## src/rtl/jacobi_matvec.sv

```systemverilog
// Sequential fixed-point y = A*x using one shared multiplier and one MAC per clock; start may restart at any time.
// Latency SIZE*SIZE+1 cycles from start to ready; no backpressure, y/ready hold in IDLE until the next start.
module jacobi_matvec #(
  parameter int SIZE      = 3,
  parameter int PRECISION = 16,
  parameter int POINT     = 8,
  localparam int W        = PRECISION + POINT
) (
  input  logic                clk,
  input  logic                I_RST,
  input  logic signed [W-1:0] A [SIZE][SIZE],
  input  logic signed [W-1:0] x [SIZE],
  input  logic                start,
  output logic signed [W-1:0] y [SIZE],
  output logic                busy,
  output logic                ready
);

  localparam int CW = (SIZE > 1) ? $clog2(SIZE) : 1;
  localparam int RW = $clog2(SIZE + 1);
  localparam logic [CW-1:0] COL_LAST = CW'(SIZE - 1);
  localparam logic [RW-1:0] ROW_DONE = RW'(SIZE);

  typedef enum logic {IDLE, MAC} state_t;

  state_t                state;
  logic [RW-1:0]         row;
  logic [CW-1:0]         col;
  logic [CW-1:0]         row_idx;
  logic signed [W-1:0]   acc;
  logic signed [W-1:0]   term;
  logic signed [W-1:0]   sum;
  logic signed [W-1:0]   work [SIZE];
  logic signed [2*W-1:0] a_ext;
  logic signed [2*W-1:0] x_ext;
  logic signed [2*W-1:0] prod;

  // row == SIZE is the extra commit cycle; clamp the index so A is never read out of range
  always_comb begin
    row_idx = (row == ROW_DONE) ? '0 : row[CW-1:0];
    a_ext   = (2*W)'(A[row_idx][col]);
    x_ext   = (2*W)'(x[col]);
    prod    = a_ext * x_ext;
    term    = W'(prod >>> POINT);
    sum     = acc + term;
  end

  always_ff @(posedge clk) begin
    if (I_RST) begin
      state <= IDLE;
      row   <= '0;
      col   <= '0;
      acc   <= '0;
      ready <= 1'b0;
      busy  <= 1'b0;
      for (int k = 0; k < SIZE; k++) begin
        y[k]    <= '0;
        work[k] <= '0;
      end
    end else if (start) begin
      state <= MAC;
      row   <= '0;
      col   <= '0;
      acc   <= '0;
      ready <= 1'b0;
      busy  <= 1'b1;
    end else if (state == MAC) begin
      if (row == ROW_DONE) begin
        // all rows publish together so y never exposes a partial result
        for (int k = 0; k < SIZE; k++) y[k] <= work[k];
        ready <= 1'b1;
        busy  <= 1'b0;
        state <= IDLE;
        row   <= '0;
      end else if (col == COL_LAST) begin
        work[row_idx] <= sum;
        acc           <= '0;
        col           <= '0;
        row           <= row + 1'b1;
      end else begin
        acc <= sum;
        col <= col + 1'b1;
      end
    end
  end

endmodule

```

## config.mk

```make
export PLATFORM = sky130hd
export DESIGN_NAME = jacobi_matvec
export DESIGN_NICKNAME = d
export VERILOG_FILES = /design/src/rtl/jacobi_matvec.sv
export SDC_FILE = /design/constraint.sdc
export NUM_CORES = 2
export LEC_CHECK = 0
export BUFFER_PORTS_ARGS = -buffer_cell sky130_fd_sc_hd__buf_2
export CAP_MARGIN = 0
export CORE_ASPECT_RATIO = 0.75
export CORE_UTILIZATION = 40
export DETAILED_ROUTE_END_ITERATION = 10
export MAX_ROUTING_LAYER = met4
export PLACE_DENSITY = 0.64
export SLEW_MARGIN = 30
export SYNTH_ARGS = -nofsm -noshare
export SYNTH_HDL_FRONTEND = slang
export SYNTH_SLANG_ARGS = --single-unit
```

## constraint.sdc

```tcl
create_clock -name clk -period 14.3 [get_ports clk]
set_clock_uncertainty 0.2 [all_clocks]
set_input_delay 2.145 -clock clk [delete_from_list [all_inputs] [get_ports clk]]
set_output_delay 2.145 -clock clk [all_outputs]
set_load 0.05 [all_outputs]
```

==> metrics.cfg <==
[detailed_routing]
vias = 19600
routedWlPerCell_um = 19.66
vias_per_cell = 5.154
drt_iter0_drc = 1562
routed_wl_um = 74750
first_pass_iters = 5
route.detailed.drc = 0
ant_nets = 0

[timing]
tns_ns = 0
rsz0062_at_grt = no
post-route-period-util_pct = 79.65
worst_pin_slew_ns = 1.090
slew_violations = 0
setup_violations = 0
finalHoldViolations = 0
fmax_ghz = 0.08779
finalCriticalPeriod_ns = 11.39
max_slew_margin_pct = 27.34

[logic_synthesis]
async_reset_ff_share_pct = 0
synth-edff-count = 72
synthTopCellsByArea = fa_1 32%, edfxtp_1 9.1%, dfxtp_1 8.7%
synth_cell_type_count = 78
yosys_warnings = 0
seq_area_frac_synth_pct = 17.84
netlist.area_leader.share_pct = 32.22
syn_nets = 3530
syn_area_per_cell_um2 = 8.717
synth_seq_cells = 175
syn_area_um2 = 23680
ys_dominant_reg_cell = dfxtp_1
yosysTopAreaCell = fa_1
synthCells = 2716

[global_routing]
antenna_found_initial = 2
grt_pass1_vias = 19910
grt_max_degree = 79
grt-busiest-layer = met2
track_usage_pct = 26.03
grt.overflow.total = 0
grtUsageMet3_pct = 8.077
grt_use_met2_pct = 38.43
grt_pass1_wl_um = 115800
use_met1_pct = 35.17

[clock_network]
cts_sinks = 175
clk_latency_ns = 0.42
clkTransAtPathRegs_ns = 0.07
htree_levels = 4
cts_buffers = 17
cts_root_buffer = clkbuf_16
ctsResizeCount = 0
cts_tree = built
cts_setup_buffers = 0
ctsLongestPathBuffers = 2
hold_buffers = 0

[worst_setup_path]
slowest_delay_ns = 0.69
worstPathArrival_ns = 11.53
critical_path.endpoint_type = flop
r2r_cells = 42
worstPathMaxFanout = 16
cpMaxStageDelayCell = o22a_1
startpoint_type = input pin
critPathRequiredTime_ns = 14.44
crit_type = in2reg

[die]
start_util_pct = 40.88
dieHeight_um = 212.7
rows = 76
die_x_um = 282.9
pin_count = 365
dieArea_um2 = 60170
coreArea_um2 = 57910

[run]
cap_violations = 0

[cells_and_area]
synthToLayoutAreaGrowth_pct = 13.78
drive_gt1_share_pct = 16.98
seq_area_um2 = 4229
n_fill_cell = 5650
fin_nets = 3822
multi_input_area_um2 = 17180

[status]
status = finished, final reports clean

[place]
placement.io_buffers = 364
gp_congestion = 1.005
hpwl_um = 59940

[hold_path]
whs_path_depth = 2
worst_hold_path_type = reg2reg

cell usage after synthesis (11+ instances only):
cell type  number
nor3_1         16
and3_1         11
edfxtp_1       72
clkbuf_1      100
mux2i_1        63
mux2_2         19
nor2b_1        22
dfxtp_1       103
nand2_1       394
xor2_1         21
o21ai_0        24
o21ai_1        15
fa_1          381
and2_1         24
a21oi_1       158
nor2_1        380
o21a_1         13
nand2b_1       26
xnor2_1        44
inv_1         473
a21o_1         34
ha_1          142
metal layers:
layer | part of all wire (%) | vias up
li1 | - | 9016
met1 | 44 | 9743
met2 | 44 | 781
met3 | 11 | 62
met4 | 1.6 | 0
met5 | 0 | -
sequential cells by signal (all words and copies together), names as in the netlist:
register and count:
y 72, row 2, work 72, acc 24, col 2, state 1
ready 1, busy 1
worst paths after layout:
path	from	to	slack [ns]
min reg2reg	y[28]	y[28]	0.25
max	A[175]	acc[23]	2.91
max reg2reg	row[0]	acc[23]	2.93
min	y[28]	y[28]	0.25
stage by stage:
| step | std cells | hold slack (ns) | worst slack [ns] | utilization (%) | area, µm² |
|---|---|---|---|---|---|
| after floorplan | 2716 | 0.2443 | 3.431 | - | 23680 |
| after global placement | 3768 | 0.2421 | 2.583 | 45.38 | 26280 |
| after detailed placement | 3768 | 0.2442 | 2.423 | 45.40 | 26290 |
| after CTS | 3800 | 0.2540 | 2.842 | 46.42 | 26880 |
| after global routing | 3803 | 0.2658 | 2.188 | 46.52 | 26940 |
| final | 3803 | 0.2486 | 2.909 | 46.52 | 26940 |
layout by cell type, fill, tap and decap left out, types with 5 or more instances in the layout:
cell       synthesis  routed
edfxtp_1          72      72
nor2_1           380     378
mux4_2             9       9
fa_1             381     381
nand2b_1          26      26
nor2b_1           22      22
buf_2             10     364
inv_1            473     473
a21oi_1          158     152
mux2_1             5       5
o21ai_1           15      15
and3_1            11      11
xor2_1            21      21
mux2_2            19      19
nand3_1           10       9
dfxtp_1          103     101
inv_6              0       5
xnor2_1           44      44
nor3_1            16      16
nand4_1            5       5
nand2_1          394     394
and2_1            24      24
o21ai_0           24      21
or2_2              6       6
clkbuf_16          0      17
a221o_1            6       6
o21a_1            13      13
ha_1             142     140
a21o_1            34      34
o22ai_1            7       6
a221oi_1           7       7
o22a_1             8       8
mux2i_1           63      63
buf_4             10      43
a2bb2oi_1          6       6
o31ai_1            6       6
a21oi_2            1       5
area by class of cell:
type                       instances  share of cell area [%]
timing repair buffer             408                   8.036
multi-input combinational       1930                   63.79
clock buffer                      18                   1.593
tap                              780                   3.623
sequential                       175                   15.70
antenna                            2                 0.01858
inverter                         476                   6.633
clock inverter                    14                  0.6038
critical path: cells and delay by family:
kind | cells | cell delay, ns
fa+ha+maj | 9 | 3.76
compound gates | 15 | 3.72
simple gates | 5 | 0.80
mux | 1 | 0.25
xor+xnor | 3 | 0.43
buf+inv | 7 | 0.43
cells by family after synthesis:
logic type	Yosys count	synth area share, %
buf+inv	611	10.12
simple gates	905	15.68
compound gates	337	9.190
flops	175	17.84
mux	96	4.661
xor+xnor	69	2.785
fa+ha+maj	523	39.72
Power is left out: the tool's default activity adds up to more than one toggle a clock period on the data nets, which glitch-free logic cannot reach.
